`config.mk`:
```
export PLATFORM = sky130hd
export DESIGN_NAME = apb_counter_bank
export DESIGN_NICKNAME = d
export VERILOG_FILES = /design/src/rtl/apb_counter_bank.sv
export SDC_FILE = /design/constraint.sdc
export NUM_CORES = 1
export LEC_CHECK = 0
export ABC_AREA = 0
export CORE_MARGIN = 5
export CORE_UTILIZATION = 52
export DETAILED_ROUTE_END_ITERATION = 12
export PLACE_DENSITY = 0.81
export SLEW_MARGIN = 20
export SYNTH_ARGS = -nofsm -noshare
export SYNTH_HDL_FRONTEND = slang
export SYNTH_SLANG_ARGS = --single-unit
```
`constraint.sdc`:
```
create_clock -name clk -period 2.7 [get_ports clk]
set_input_delay 0.54 -clock clk [delete_from_list [all_inputs] [get_ports clk]]
set_output_delay 0.54 -clock clk [all_outputs]
set_load 0.05 [all_outputs]
```
`src/rtl/apb_counter_bank.sv`:
```
`default_nettype none
// ============================================================================
// Module      : apb_counter_bank
// Description : APB slave holding NUM_CH independent D_WIDTH-bit counters.
//               Each channel offers up/down counting, a programmable wrap
//               limit, direct load, clear, and a sticky wrap status bit.
//               Channel c occupies 16 bytes at base c*0x10:
//                 +0x0 CTRL   : [0] EN, [1] DIR (1=down), [2] CLR (pulse),
//                               [3] IE (only with CNTBANK_IRQ_EN)
//                 +0x4 COUNT  : read zero-extended, write loads the counter
//                 +0x8 LIMIT  : wrap limit
//                 +0xC STATUS : [0] WRAP sticky, write-1-to-clear
// Options     : define CNTBANK_IRQ_EN to add the per-channel interrupt
//               enable and the registered irq outputs; otherwise irq is 0.
// Revision    : 1.0 - initial release
// ============================================================================
module apb_counter_bank #(
  parameter int NUM_CH     = 4,
  parameter int D_WIDTH    = 8,
  parameter int ADDR_WIDTH = 8
) (
  input  logic                  clk,
  input  logic                  rst,
  input  logic [ADDR_WIDTH-1:0] paddr,
  input  logic                  psel,
  input  logic                  penable,
  input  logic                  pwrite,
  input  logic [31:0]           pwdata,
  output logic [31:0]           prdata,
  output logic                  pready,
  output logic                  pslverr,
  output logic [NUM_CH-1:0]     irq
);

  localparam int C_CH_W = ADDR_WIDTH - 4;

  localparam logic [1:0] C_ST_IDLE   = 2'd0;
  localparam logic [1:0] C_ST_SETUP  = 2'd1;
  localparam logic [1:0] C_ST_ACCESS = 2'd2;

  localparam logic [1:0] C_REG_CTRL   = 2'd0;
  localparam logic [1:0] C_REG_COUNT  = 2'd1;
  localparam logic [1:0] C_REG_LIMIT  = 2'd2;
  localparam logic [1:0] C_REG_STATUS = 2'd3;

  logic [1:0]         r_state;
  logic [1:0]         w_state_nxt;
  logic               w_access;

  logic [C_CH_W-1:0]  w_ch;
  logic [1:0]         w_reg;
  logic               w_err;
  logic [31:0]        w_rdata;

  logic [D_WIDTH-1:0] r_cnt      [NUM_CH];
  logic [D_WIDTH-1:0] r_lim      [NUM_CH];
  logic [D_WIDTH-1:0] w_step_cnt [NUM_CH];

  logic [NUM_CH-1:0]  r_en;
  logic [NUM_CH-1:0]  r_dir;
  logic [NUM_CH-1:0]  r_wrap;
  logic [NUM_CH-1:0]  w_ie;
  logic [NUM_CH-1:0]  w_sel;
  logic [NUM_CH-1:0]  w_sw_cnt;
  logic [NUM_CH-1:0]  w_step_wrap;
  logic [NUM_CH-1:0]  w_hw_wrap;

  logic               w_unused;

  // Address decode: channel from the upper bits, register from [3:2].
  // Misaligned addresses and channels beyond NUM_CH are bus errors.
  assign w_ch  = paddr[ADDR_WIDTH-1:4];
  assign w_reg = paddr[3:2];
  assign w_err = (paddr[1:0] != 2'b00) || (32'(w_ch) >= 32'(NUM_CH));

  // Only a subset of the write-data bits is meaningful.
  assign w_unused = ^pwdata;

  // APB protocol state register.
  always_ff @(posedge clk or posedge rst) begin
    if (rst) begin
      r_state <= C_ST_IDLE;
    end else begin
      r_state <= w_state_nxt;
    end
  end

  // APB protocol next-state logic; penable seen from IDLE is ignored.
  always_comb begin
    w_state_nxt = r_state;
    case (r_state)
      C_ST_IDLE: begin
        if (psel && !penable) w_state_nxt = C_ST_SETUP;
      end
      C_ST_SETUP: begin
        if (!psel)        w_state_nxt = C_ST_IDLE;
        else if (penable) w_state_nxt = C_ST_ACCESS;
      end
      C_ST_ACCESS: begin
        if (psel && !penable) w_state_nxt = C_ST_SETUP;
        else                  w_state_nxt = C_ST_IDLE;
      end
      default: w_state_nxt = C_ST_IDLE;
    endcase
  end

  // APB outputs: zero-wait-state ready and error flag in the access cycle.
  always_comb begin
    w_access = (r_state == C_ST_SETUP) && psel && penable;
    pready   = w_access;
    pslverr  = w_access && w_err;
  end

  // Per-channel write selects and next count value for an enabled step.
  always_comb begin
    w_sel       = '0;
    w_sw_cnt    = '0;
    w_step_wrap = '0;
    w_hw_wrap   = '0;
    for (int c = 0; c < NUM_CH; c++) begin
      w_sel[c]      = w_access && pwrite && !w_err && (w_ch == C_CH_W'(c));
      // A COUNT load or a CLR pulse overrides this cycle's step.
      w_sw_cnt[c]   = w_sel[c] && ((w_reg == C_REG_COUNT) ||
                                   ((w_reg == C_REG_CTRL) && pwdata[2]));
      w_step_cnt[c] = r_cnt[c];
      if (r_dir[c]) begin
        if (r_cnt[c] == '0) begin
          w_step_cnt[c]  = r_lim[c];
          w_step_wrap[c] = 1'b1;
        end else begin
          w_step_cnt[c]  = r_cnt[c] - D_WIDTH'(1);
        end
      end else begin
        // ">=" so a limit lowered beneath the count wraps on the next step.
        if (r_cnt[c] >= r_lim[c]) begin
          w_step_cnt[c]  = '0;
          w_step_wrap[c] = 1'b1;
        end else begin
          w_step_cnt[c]  = r_cnt[c] + D_WIDTH'(1);
        end
      end
      w_hw_wrap[c] = r_en[c] && w_step_wrap[c] && !w_sw_cnt[c];
    end
  end

  // Counter, limit, control and sticky wrap state for every channel.
  always_ff @(posedge clk or posedge rst) begin
    if (rst) begin
      for (int c = 0; c < NUM_CH; c++) begin
        r_cnt[c] <= '0;
        r_lim[c] <= '1;
      end
      r_en   <= '0;
      r_dir  <= '0;
      r_wrap <= '0;
    end else begin
      for (int c = 0; c < NUM_CH; c++) begin
        if (w_sel[c] && (w_reg == C_REG_COUNT)) begin
          r_cnt[c] <= pwdata[D_WIDTH-1:0];
        end else if (w_sw_cnt[c]) begin
          r_cnt[c] <= '0;
        end else if (r_en[c]) begin
          r_cnt[c] <= w_step_cnt[c];
        end

        if (w_sel[c] && (w_reg == C_REG_CTRL)) begin
          r_en[c]  <= pwdata[0];
          r_dir[c] <= pwdata[1];
        end

        if (w_sel[c] && (w_reg == C_REG_LIMIT)) begin
          r_lim[c] <= pwdata[D_WIDTH-1:0];
        end

        // A hardware wrap beats a simultaneous software clear.
        if (w_hw_wrap[c]) begin
          r_wrap[c] <= 1'b1;
        end else if (w_sel[c] && (w_reg == C_REG_STATUS) && pwdata[0]) begin
          r_wrap[c] <= 1'b0;
        end
      end
    end
  end

`ifdef CNTBANK_IRQ_EN
  logic [NUM_CH-1:0] r_ie;

  // Interrupt enable bits, written through CTRL bit 3.
  always_ff @(posedge clk or posedge rst) begin
    if (rst) begin
      r_ie <= '0;
    end else begin
      for (int c = 0; c < NUM_CH; c++) begin
        if (w_sel[c] && (w_reg == C_REG_CTRL)) r_ie[c] <= pwdata[3];
      end
    end
  end

  // Registered interrupt: follows WRAP & IE one cycle later.
  always_ff @(posedge clk or posedge rst) begin
    if (rst) begin
      irq <= '0;
    end else begin
      irq <= r_wrap & r_ie;
    end
  end

  assign w_ie = r_ie;
`else
  assign w_ie = '0;
  assign irq  = '0;
`endif

  // Read mux for the addressed channel register; unused bits read 0.
  always_comb begin
    w_rdata = '0;
    for (int c = 0; c < NUM_CH; c++) begin
      if (w_ch == C_CH_W'(c)) begin
        case (w_reg)
          C_REG_CTRL:  w_rdata = {28'd0, w_ie[c], 1'b0, r_dir[c], r_en[c]};
          C_REG_COUNT: w_rdata = 32'(r_cnt[c]);
          C_REG_LIMIT: w_rdata = 32'(r_lim[c]);
          default:     w_rdata = {31'd0, r_wrap[c]};
        endcase
      end
    end
  end

  // Read data captured in the setup cycle so it is stable during access;
  // it returns to zero once the access cycle is over.
  always_ff @(posedge clk or posedge rst) begin
    if (rst) begin
      prdata <= '0;
    end else if (psel && !penable && !pwrite && !w_err) begin
      prdata <= w_rdata;
    end else begin
      prdata <= '0;
    end
  end

endmodule
`default_nettype wire
```
; ---- Word-level counts from Yosys, hierarchy flattened
; Cells that the tools add are included.
[op_classes]
addsub = 8
mul = 0
n_div = 0
order_cmp = 5
eq_ne = 10
shift = 0
mux = 58
bitwise_logic = 0
n_reduce_logical = 71
[ops]
columns = operator, n
row1 = 8-bit two-way mux, 25
row2 = 32-bit two-way mux, 4
row3 = 8-bit one-hot mux with 3 select lines, 4
row4 = 1-bit logical AND, 45
row5 = 8-bit by 1-bit adder with 8-bit output (second input constant), 4
row6 = 8-bit greater-or-equal comparator, 4
row7 = 8-bit zero test, 4
row8 = 8-bit by 1-bit subtractor with 8-bit output (second input constant), 4
row9 = 1-bit two-way mux, 21
row10 = 3-bit nonzero test, 4
row11 = 2-bit nonzero test, 5
row12 = 4-bit by 2-bit == test with 1-bit output (second input constant), 2
row13 = 1-bit zero test, 7
row14 = 2-bit == test (second input constant), 3
row15 = 2-bit two-way mux, 3
row16 = 2-bit one-hot mux with 3 select lines, 1
row17 = 2-bit by 1-bit == test with 1-bit output (second input constant), 2
row18 = 4-bit by 1-bit == test with 1-bit output (second input constant), 1
row19 = 4-bit by 3-bit greater-or-equal comparator with 1-bit output (second input constant), 1
row20 = 2-bit zero test, 2
row21 = 4-bit zero test, 1
row22 = 3-bit inequality test (second input constant), 1
row23 = 1-bit logical OR, 2
row24 = 2-bit inequality test (second input constant), 1
row25 = 2-bit AND reduction, 1
[word_totals]
regBits = 110
latchBits = 0
mem_bits_rw = 0
rom_bits = 0
input_bits = 45
output_inout_bits = 38
mem_count = 0

; ---- Logic depth before layout (Yosys ltp)
; Gate-level depths: netlist (run 1).
[logic_depth]
ltp_word = 10
depth_mapped = 9
depth_no_buf = 7

; ---- Worst setup path after synthesis (run 1)
; Ideal clock, no wire load.
[synth_timing]
kind = flip-flop to flip-flop
from = register r_cnt[0] (netlist bit)
to = register r_cnt[4] (netlist bit)
setup_time_ps = 95
t_arrival_ps = 2317
t_required_ps = 2605
path_slack_ps = 287
stages_incl_launch_ff = 9
path_buffers = 1
synth_period_minus_slack_ps = 2413
cell_sequence = dfrtp_1 -> inv_1 -> ha_1 -> nand2b_1 -> a2111oi_0 -> o32ai_1 -> or3_1 -> clkbuf_1 -> o31ai_1
[synth_between]
elab_chain_cells = 6
word_cells_on_any_way = 10
[synth_rtl]
columns = element, line_no
row1 = start: declaration, 55  ; logic [D_WIDTH-1:0] r_cnt [NUM_CH];
row2 = start signal: indexed assignment, 159  ; r_cnt[c] <= pwdata[D_WIDTH-1:0];
row3 = start signal: indexed assignment, 163  ; r_cnt[c] <= w_step_cnt[c];
row4 = 8-bit by 1-bit adder with 8-bit output (tied with other cells), 139  ; w_step_cnt[c] = r_cnt[c] + D_WIDTH'(1);
row5 = 8-bit two-way mux (on tied branches), "135, 127"
row6 = 8-bit two-way mux *, 126  ; if (r_dir[c]) begin
row7 = 8-bit two-way mux *, 162  ; end else if (r_en[c]) begin
row8 = 8-bit two-way mux *, 160  ; end else if (w_sw_cnt[c]) begin
row9 = 8-bit two-way mux *, 158  ; if (w_sel[c] && (w_reg == C_REG_COUNT)) begin
; Mark *: on every way between the ends. The rest lies on a longest branch, timed or not. The select of a mux whose other input is x is not followed.
; A chain may end at the register's enable or synchronous reset.

; ---- Worst setup path after layout (run 1)
[layout_timing]
from = input paddr[7]
to = output pslverr
[layout_between]
elab_chain_cells = 3
[layout_rtl]
columns = element, line_no
row1 = start: declaration, 24  ; input logic [ADDR_WIDTH-1:0] paddr,
row2 = 4-bit by 3-bit greater-or-equal comparator with 1-bit output, 74  ; assign w_err = (paddr[1:0] != 2'b00) || (32'(w_ch) >= 32'(NUM_CH));
row3 = 1-bit logical OR, 74
row4 = 1-bit logical AND, 111  ; pslverr = w_access && w_err;
row5 = end: declaration, 31  ; output logic pslverr,
; Every way passes these cells.

==> flow_metrics.env, run 1 <==
export IMPL_netlist_cell_type_count=74
export IMPL_drt_wl_total_mm=21.69
export IMPL_worstSetupEndpointType="output pin"
export IMPL_rsz0062_at_grt="no"
export IMPL_fin_crit_ns=2.486
export IMPL_ys_async_sr_fraction_pct=100.0
export IMPL_cts_setup_buffers=0
export IMPL_hold_path_end="r_state[0]"
export IMPL_die_area_um2=16010
export IMPL_post_route_period_util_pct=92.06
export IMPL_ctsResizeCount=0
export IMPL_root_buffer="clkbuf_16"
export IMPL_insertedDiodeCount=0
export IMPL_dp_hpwl_mm=15.73
export IMPL_core_um2=13300
export IMPL_whs_path_depth=1
export IMPL_finalSetupViolCount=0
export IMPL_hold_buffers=0
export IMPL_p_per_area_nw_per_um2=730.7
export IMPL_viasPerCell=6.455
export IMPL_clock_latency_ns=0.36
export IMPL_synthesis_instances=859
export IMPL_synth_area_leaders="dfrtp_1, dfstp_2, ha_1, o21ai_0, nand2_1"
export IMPL_fin_ws_ns=0.2143
export IMPL_drv_cap=0
export IMPL_cts_buffers=9
export IMPL_synth_ff_type="dfrtp_1"
export IMPL_p_leak_nw=3.580
export IMPL_worstSetupStartpointType="primary input"
export IMPL_drive_gt1_share_pct=16.99
export IMPL_drtIter0Drc=872
export IMPL_worstHoldStart="r_state[1]"
export IMPL_area_growth_syn_to_layout_pct=16.47
export IMPL_initial_core_util_pct=53.12
export IMPL_fp_dieH_um=126.5
export IMPL_htreeDepth=3
export IMPL_fin_nets=1008
export IMPL_synth_top_area_share_pct=19.13
export IMPL_cpLargestDelayFamily="buffers and inverters"
export IMPL_r2r_cells=7
export IMPL_yosys_warnings=0
export IMPL_numClockSinks=86
export IMPL_fin_setup_tns_ns=0
export IMPL_postPlaceCellArea_um2=7908
export IMPL_fin_area_um2=8227
export IMPL_cts_buffer_depth=2
export IMPL_ys_seq_elements=86
export IMPL_drv_slew=0
export IMPL_holdWs_ns=0.4466
export IMPL_ys_seq_area_share_pct=31.04
export IMPL_worst_ep_required_time_ns=2.16
export IMPL_antenna_found_initial=0
export IMPL_vias=7101
export IMPL_r2r_end="r_cnt[4]"
export IMPL_synth_top_cell_by_area="dfrtp_1"
export IMPL_synth_avg_cell_area_um2=8.222
export IMPL_grt_remaining_overflow=0
export IMPL_drc=0
export IMPL_synth_most_common_cell="o21ai_0"
export IMPL_peakVddDrop_uv=488.7
export IMPL_max_freq_mhz=402.3
export IMPL_preCtsSetupSlack_ns=-0.06689
export IMPL_synth_edff_count=0
export IMPL_antenna_left=0
export IMPL_clk_pin_slew_ns=0.06
export IMPL_dr_pass1_iters=5
export IMPL_cp_num_buf_inv=4
export IMPL_hold_viol_final=0
export IMPL_slew_limit_headroom_pct=57.80
export IMPL_status="finished clean"
export IMPL_cts_tree="done"
export IMPL_rrSetupSlack_ns=0.26
export IMPL_path_max_fanout=7
export IMPL_synth_common_cells="o21ai_0, nand2_1, inv_1, dfrtp_1, clkbuf_1"
export IMPL_wl_per_cell_um=19.72
export IMPL_io_pins=83
export IMPL_cpPeakStageDelay_ns=0.43
export IMPL_portBuffers=30
export IMPL_grt_max_degree=87
export IMPL_grt_first_pass_wirelength_mm=35.13
export IMPL_netlist_area_um2=7063
export IMPL_die_x_um=126.5
export IMPL_r2r_start="r_lim[0]"
export IMPL_cpMaxStageDelayCell="clkdlybuf4s50_1"
export IMPL_grt_pass1_vias=6826
export IMPL_rows=42
export IMPL_path_class="primary input to output pin"
export IMPL_grt_use_total_pct=26.99
export IMPL_place_gp_congestion=0.9765
export IMPL_critPathArrivalTime_ns=1.95
export IMPL_final_core_util_pct=61.88
export IMPL_cp_common_cell="buf_4"
export IMPL_crit_chain="clkdlybuf4s50_1, buf_4, nor4_4, buf_4, nor2_1, buf_4"
export IMPL_hold_path_class="flop to flop"
export IMPL_placedCellCount=1084
export IMPL_tightest_slew_ns=0.6310
export IMPL_instances_no_fill=1100
export IMPL_power_mw=6.011
export IMPL_skew_ns=0.009785
==> worst max path at each step <==
stage / from / to / slack [ns] / depth (start not counted)
2_1_floorplan: r_cnt[0] / r_cnt[4] / 0.29 / 8
3_3_place_gp: paddr[6] / prdata[1] / 0.02 / 5
3_5_place_dp: paddr[7] / r_cnt[9] / -0.07 / 8
4_1_cts: r_lim[0] / r_cnt[4] / 0.14 / 7
5_1_grt: r_lim[0] / r_cnt[3] / 0.08 / 7
6_report: paddr[7] / pslverr / 0.21 / 6
==> layout by cell type (no fill, tap or decap), drive strengths merged, types with 16 or more instances in the layout <==
cell           synthesis  layout
o21ai                 95      95
buf                   40      85
nand2                 83      83
inv                   56      55
dfrtp                 54      54
ha                    44      44
a21oi                 40      40
nor2                  37      37
dfstp                 32      32
nand3                 31      31
conb                   1      28
clkdlybuf4s50          0      28
a22oi                 25      25
nor3                  21      21
xnor2                 16      16
==> where the power goes <==
| group | internal (mW) | switching, mW | total [mW] |
|---|---|---|---|
| Clock | 0.807 | 0.529 | 1.34 |
| Sequential | 1.53 | 0.252 | 1.78 |
| Combinational | 1.23 | 1.66 | 2.90 |
==> area by class of cell <==
cell class              count  area (um^2)
flip-flops and latches     86         2192
inverters                  57        217.7
repair buffers            113        980.9
clock buffers              11        232.7
well taps                 176        220.2
clock inverters             5        75.07
fillers                  1110         5069
multi-input cells         652         4308
==> registers in the layout, summed over array words and instances (netlist names) <==
register / cells
prdata: 8
r_cnt: 32
r_dir: 4
r_en: 4
r_lim: 32
r_state: 2
r_wrap: 4
==> worst register-to-register path, delay by kind of cell, from the launching register on <==
kind	cells	cell delay (ns)
AO/OA/AOI/OAI	3	0.74
AND/OR/NAND/NOR	2	0.61
flip-flops	1	0.59
adder cells (fa/ha/maj)	1	0.24
buffers and inverters	1	0.17
==> routing by layer <==
| metal | vias to the layer above | routed length (um) | share of wire (%) | track usage (%) |
|---|---|---|---|---|
| met5 | - | 0 | 0 | 0 |
| met4 | 0 | 658 | 3.0 | 10.16 |
| met3 | 65 | 2337 | 11 | 6.221 |
| met2 | 432 | 9962 | 46 | 42.28 |
| met1 | 3372 | 8732 | 40 | 36.45 |
| li1 | 3232 | - | - | - |
==> cell families (layout without fill, tap and decap cells) <==
kind of cell	count (synthesis)	in the layout	synth area share, %
other	1	28	0.05309
adder cells (fa/ha/maj)	44	44	7.795
multiplexers	23	23	4.092
XOR/XNOR	20	20	2.480
buffers and inverters	148	186	9.601
AO/OA/AOI/OAI	278	278	25.81
AND/OR/NAND/NOR	259	259	19.13
flip-flops	86	86	31.04
Power figures use the tool's default switching activity.
==> run 2: changes to the inputs <==
--- a/config.mk
+++ b/config.mk
@@ -6,7 +6,7 @@
 export NUM_CORES = 1
 export LEC_CHECK = 0
 export ABC_AREA = 0
-export CORE_MARGIN = 5
+export CORE_MARGIN = 2
 export CORE_UTILIZATION = 52
 export DETAILED_ROUTE_END_ITERATION = 12
 export PLACE_DENSITY = 0.81
==> run 2 against run 1 <==
  * Critical path depth is 1 higher
  * Register-to-register slack lost 0.05 ns
  * Non-clock buffer count down 3
  * Total power down 1.6%
  * Clock-buffer cell count rose by 3
==> flow_metrics.env, run 2 (same netlist as run 1, synthesis figures left out) <==
export IMPL_status="finished clean"
export IMPL_clock_latency_ns=0.36
export IMPL_placedCellCount=1081
export IMPL_hold_buffers=0
export IMPL_instances_no_fill=1096
export IMPL_postPlaceCellArea_um2=7873
export IMPL_p_per_area_nw_per_um2=723.6
export IMPL_numClockSinks=86
export IMPL_hold_path_end="r_state[0]"
export IMPL_hold_path_class="flop to flop"
export IMPL_skew_ns=0.005612
export IMPL_cts_setup_buffers=0
export IMPL_path_max_fanout=7
export IMPL_insertedDiodeCount=0
export IMPL_htreeDepth=3
export IMPL_wl_per_cell_um=19.32
export IMPL_tightest_slew_ns=0.6418
export IMPL_drt_wl_total_mm=21.17
export IMPL_pwr_share_seq_pct=31.1
export IMPL_area_growth_syn_to_layout_pct=15.77
export IMPL_peakVddDrop_uv=470.0
export IMPL_rows=42
export IMPL_cpPeakStageDelay_ns=0.55
export IMPL_antenna_found_initial=0
export IMPL_ctsResizeCount=0
export IMPL_root_buffer="clkbuf_16"
export IMPL_path_class="flop to flop"
export IMPL_initial_core_util_pct=53.34
export IMPL_die_x_um=120.5
export IMPL_whs_path_depth=1
export IMPL_worst_ep_required_time_ns=2.96
export IMPL_fin_area_um2=8177
export IMPL_final_cell_mix="o21ai_0, nand2_1, buf_4"
export IMPL_max_freq_mhz=401.7
export IMPL_die_area_um2=14530
export IMPL_drv_cap=0
export IMPL_antenna_left=0
export IMPL_clockPowerShare_pct=22.3
export IMPL_grt_max_degree=87
export IMPL_cpMaxStageDelayCell="dfstp_2"
export IMPL_post_route_period_util_pct=92.19
export IMPL_grt_first_pass_wirelength_mm=34.47
export IMPL_crit_chain="ha_1, nand2b_1, a2111oi_0, buf_4, o32ai_1, or3_1, o31ai_1"
export IMPL_intPower_mw=3.508
export IMPL_critPathArrivalTime_ns=2.75
export IMPL_rsz0062_at_grt="no"
export IMPL_routed_top_layer="met4"
export IMPL_r2r_end="r_cnt[4]"
export IMPL_place_gp_congestion=0.9581
export IMPL_fin_crit_ns=2.489
export IMPL_p_leak_nw=3.557
export IMPL_drc=0
export IMPL_finalSetupViolCount=0
export IMPL_cts_buffers=9
export IMPL_dp_hpwl_mm=15.49
export IMPL_rrSetupSlack_ns=0.21
export IMPL_drv_slew=0
export IMPL_worstSetupStartpointType="flop"
export IMPL_vias=6959
export IMPL_slew_limit_headroom_pct=57.12
export IMPL_drive_gt1_share_pct=16.41
export IMPL_r2r_start="r_lim[0]"
export IMPL_viasPerCell=6.349
export IMPL_dr_wl_met3_mm=1.832
export IMPL_grt_use_total_pct=30.11
export IMPL_p_sw_mw=2.409
export IMPL_wl_met1_mm=9.124
export IMPL_cts_buffer_depth=2
export IMPL_final_core_util_pct=61.74
export IMPL_fin_nets=1005
export IMPL_fp_dieH_um=120.5
export IMPL_comb_power_share_pct=46.7
export IMPL_hold_viol_final=0
export IMPL_core_um2=13240
export IMPL_drtIter0Drc=916
export IMPL_power_mw=5.917
export IMPL_clk_pin_slew_ns=0.06
export IMPL_grt_remaining_overflow=0
export IMPL_reg_largest_list="r_cnt (32), r_lim (32), prdata (8)"
export IMPL_swShare_pct=40.71
export IMPL_routed_wl_met2_mm=9.556
export IMPL_io_pins=83
export IMPL_grt_pass1_vias=6692
export IMPL_worstSetupEndpointType="flop"
export IMPL_cts_tree="done"
export IMPL_worstHoldStart="r_state[1]"
export IMPL_dr_pass1_iters=5
export IMPL_final_common_cell="o21ai_0"
export IMPL_portBuffers=30
export IMPL_r2r_cells=7
[run 2: cell count changes in the layout (fill, tap and decap cells not counted), sizes merged]
| cell | delta |
|---|---|
| buf | -3 |
| clkbuf | +3 |
| clkinv | -3 |
| bufinv | -1 |
[run 2: layout make-up]
type | instances | area (um^2)
clock buffer | 14 | 274.0
clock inverter | 1 | 30.03
fill | 1137 | 5066
sequential | 86 | 2192
timing repair buffer | 110 | 945.9
tap | 176 | 220.2
inverter | 57 | 217.7
multi-input combinational | 652 | 4297
[run 2: stage by stage]
stage / setup slack (ns) / hold slack (ns) / TNS (ns)
3_3_place_gp: -0.009599 / 0.4305 / -0.009599
4_1_cts: 0.2054 / 0.4384 / 0
2_1_floorplan: 0.2874 / 0.4112 / 0
6_report: 0.2108 / 0.4355 / 0
5_1_grt: 0.1024 / 0.4501 / 0
3_5_place_dp: -0.05584 / 0.4305 / -0.4689
[run 2: how the worst max path moves through the flow]
| stage | startpoint | to | slack [ns] | cells after the start |
|---|---|---|---|---|
| 2_1_floorplan | r_cnt[0] | r_cnt[4] | 0.29 | 8 |
| 3_3_place_gp | paddr[6] | r_cnt[13] | -0.01 | 8 |
| 3_5_place_dp | paddr[6] | r_cnt[1] | -0.06 | 8 |
| 4_1_cts | r_lim[0] | r_cnt[0] | 0.21 | 7 |
| 5_1_grt | r_lim[0] | r_cnt[0] | 0.10 | 7 |
| 6_report | r_lim[0] | r_cnt[4] | 0.21 | 7 |
[run 2: critical path, delay by kind of cell (launching register included)]
kind / cells / cell delay (ns)
fa+ha+maj: 1 / 0.22
buf+inv: 1 / 0.19
simple gates: 2 / 0.64
flops: 1 / 0.55
compound gates: 3 / 0.80
[run 2: per-layer routing]
metal / global-route usage [%] / vias to the layer above
met5: 0 / -
met1: 42.52 / 3294
li1: - / 3223
met2: 46.36 / 393
met4: 12.65 / 0
met3: 4.245 / 49
[run 2: power groups by stage]
stage | sequential [mW] | clock, mW | combinational, mW
finish | 1.84 | 1.32 | 2.76
global route | 1.87 | 1.37 | 3.05
CTS | 1.82 | 1.32 | 2.73
detailed placement | 1.84 | 0 | 2.71
global placement | 1.83 | 0 | 2.63
floorplan | 1.74 | 0 | 2.00
==> run 3: changes to the inputs <==
--- a/config.mk
+++ b/config.mk
@@ -7,9 +7,10 @@
 export LEC_CHECK = 0
 export ABC_AREA = 0
 export CORE_MARGIN = 2
-export CORE_UTILIZATION = 52
+export CORE_UTILIZATION = 36
+export CTS_CLUSTER_SIZE = 8
 export DETAILED_ROUTE_END_ITERATION = 12
-export PLACE_DENSITY = 0.81
+export PLACE_DENSITY = 0.61
 export SLEW_MARGIN = 20
 export SYNTH_ARGS = -nofsm -noshare
 export SYNTH_HDL_FRONTEND = slang
==> run 3 against run 2 <==
  * Die area grew 43%
  * Wire length grew 6.1%
  * Clock-buffer cell count shrank 4
  * Cell count grew 9.0%
  * Sequential cell count is the same
  * Non-clock buffer count grew 9
  * Global-route usage shrank 7.8 points
  * Utilization shrank 19 points
  * Via count shrank 0.70%
  * Register-to-register slack gained 0.04 ns
  * Hold slack gained 0.0050 ns
  * Critical endpoint is now pslverr
==> flow_metrics.env, run 3 (same netlist as run 1, synthesis figures left out) <==
export IMPL_p_leak_nw=3.591
export IMPL_cts_buffer_depth=2
export IMPL_p_sw_mw=2.464
export IMPL_status="finished clean"
export IMPL_cp_common_cell="buf_4"
export IMPL_met1_usage_pct=31.18
export IMPL_root_buffer="clkbuf_16"
export IMPL_area_growth_syn_to_layout_pct=18.32
export IMPL_drc=0
export IMPL_dr_pass1_iters=5
export IMPL_viasPerCell=5.782
export IMPL_drt_wl_total_mm=22.47
export IMPL_grtUsageMet3_pct=3.841
export IMPL_wl_per_cell_um=18.80
export IMPL_clockPowerShare_pct=21.8
export IMPL_rows=51
export IMPL_hold_path_class="flop to flop"
export IMPL_antenna_found_initial=0
export IMPL_intPower_mw=3.439
export IMPL_gr_usage_met2_pct=34.34
export IMPL_insertedDiodeCount=0
export IMPL_drv_cap=0
export IMPL_fin_nets=1014
export IMPL_seq_area_um2=2192
export IMPL_r2r_start="r_lim[0]"
export IMPL_finalSetupViolCount=0
export IMPL_peakVddDrop_uv=388.4
export IMPL_clk_pin_slew_ns=0.06
export IMPL_swShare_pct=41.74
export IMPL_grt_pass1_vias=6544
export IMPL_cpLargestDelayFamily="buffers and inverters"
export IMPL_fin_crit_ns=2.524
export IMPL_cp_num_buf_inv=4
export IMPL_antenna_left=0
export IMPL_cpMaxStageDelayCell="nor4_4"
export IMPL_io_pins=83
export IMPL_pwr_share_seq_pct=31.6
export IMPL_numClockSinks=86
export IMPL_path_max_fanout=7
export IMPL_post_route_period_util_pct=93.48
export IMPL_final_common_cell="o21ai_0"
export IMPL_worst_ep_required_time_ns=2.16
export IMPL_final_core_util_pct=43.22
export IMPL_core_um2=19330
export IMPL_clock_latency_ns=0.36
export IMPL_path_class="primary input to output pin"
export IMPL_r2r_end="r_cnt[3]"
export IMPL_cpPeakStageDelay_ns=0.44
export IMPL_placedCellCount=1179
export IMPL_grt_max_degree=87
export IMPL_die_area_um2=20760
export IMPL_portBuffers=30
export IMPL_hold_viol_final=0
export IMPL_holdWs_ns=0.4405
export IMPL_reg_largest_list="r_cnt (32), r_lim (32), prdata (8)"
export IMPL_instances_no_fill=1195
export IMPL_drv_slew=0
export IMPL_whs_path_depth=1
export IMPL_worstSetupStartpointType="primary input"
export IMPL_fin_setup_tns_ns=0
export IMPL_rrSetupSlack_ns=0.25
export IMPL_vias=6910
export IMPL_place_gp_congestion=0.8985
export IMPL_r2r_cells=6
export IMPL_grt_busiest_layer="met2"
export IMPL_worstSetupEndpointType="output pin"
export IMPL_skew_ns=0.01377
export IMPL_slew_limit_headroom_pct=53.32
export IMPL_die_x_um=144.1
export IMPL_dp_hpwl_mm=16.56
export IMPL_cts_setup_buffers=0
export IMPL_initial_core_util_pct=36.53
export IMPL_hold_path_end="r_state[0]"
export IMPL_drtIter0Drc=681
export IMPL_cts_tree="done"
export IMPL_fp_dieH_um=144.1
export IMPL_comb_power_share_pct=46.6
export IMPL_worstHoldStart="r_state[1]"
export IMPL_grt_first_pass_wirelength_mm=35.85
export IMPL_htreeDepth=3
export IMPL_tightest_slew_ns=0.6981
export IMPL_rsz0062_at_grt="no"
export IMPL_grt_remaining_overflow=0
export IMPL_max_freq_mhz=396.2
export IMPL_grt_use_total_pct=22.32
export IMPL_drive_gt1_share_pct=17.53
export IMPL_p_per_area_nw_per_um2=706.4
export IMPL_multi_input_area_um2=4303
export IMPL_final_cell_mix="o21ai_0, buf_4, nand2_1"
export IMPL_fillers=1915
export IMPL_cts_buffers=9
export IMPL_crit_chain="clkdlybuf4s50_1, buf_4, nor4_4, buf_4, nor2_1, buf_4"
export IMPL_critPathArrivalTime_ns=1.98
run 3: cell count changes in the layout (fill, tap and decap cells not counted), sizes merged:
cell / previous run / this run
buf: 82 / 91
inv: 55 / 56
clkinv: 1 / 2
clkinvlp: 1 / 4
clkbuf: 14 / 10
run 3: worst max-delay path by stage:
stage / start / end / slack (ns) / cells past startpoint
2_1_floorplan: r_cnt[0] / r_cnt[4] / 0.29 / 8
3_3_place_gp: paddr[6] / r_cnt[24] / -0.04 / 8
3_5_place_dp: paddr[6] / r_cnt[24] / -0.07 / 8
4_1_cts: r_lim[0] / r_cnt[3] / 0.08 / 6
5_1_grt: paddr[6] / pslverr / 0.04 / 6
6_report: paddr[6] / pslverr / 0.18 / 6
run 3: timing repair:
action,4_1_cts,5_1_grt
setup endpoints to repair,0,7
hold buffers,0,0
resized for setup,0,2
run 3: power groups by stage:
stage | clock network, mW | registers [mW] | logic (mW)
after floorplan | 0 | 1.74 | 2.00
after global placement | 0 | 1.87 | 2.66
after detailed placement | 0 | 1.87 | 2.70
after CTS | 1.32 | 1.85 | 2.71
after global routing | 1.36 | 1.90 | 3.05
final | 1.29 | 1.87 | 2.75
run 3: metal layers:
| layer | up-vias | wire [um] |
|---|---|---|
| met5 | - | 0 |
| met1 | 3357 | 10400 |
| met3 | 52 | 1360 |
| li1 | 3235 | - |
| met4 | 0 | 654 |
| met2 | 266 | 10050 |
run 3: through the flow:
| step | total power [mW] | setup WS (ns) | area, um^2 |
|---|---|---|---|
| 2_1_floorplan | 3.734 | 0.2874 | 7168 |
| 3_3_place_gp | 4.526 | -0.04454 | 8051 |
| 5_1_grt | 6.308 | 0.04489 | 8357 |
| 3_5_place_dp | 4.569 | -0.07019 | 8051 |
| 6_report | 5.903 | 0.1761 | 8357 |
| 4_1_cts | 5.881 | 0.07772 | 8351 |
run 3: cell type report:
class,count,area share (%)
Clock buffer,10,2.740
Tap cell,265,3.968
Sequential cell,86,26.23
Timing Repair Buffer,119,12.13
Inverter,57,2.605
Clock inverter,6,0.8384
Multi-Input combinational cell,652,51.49
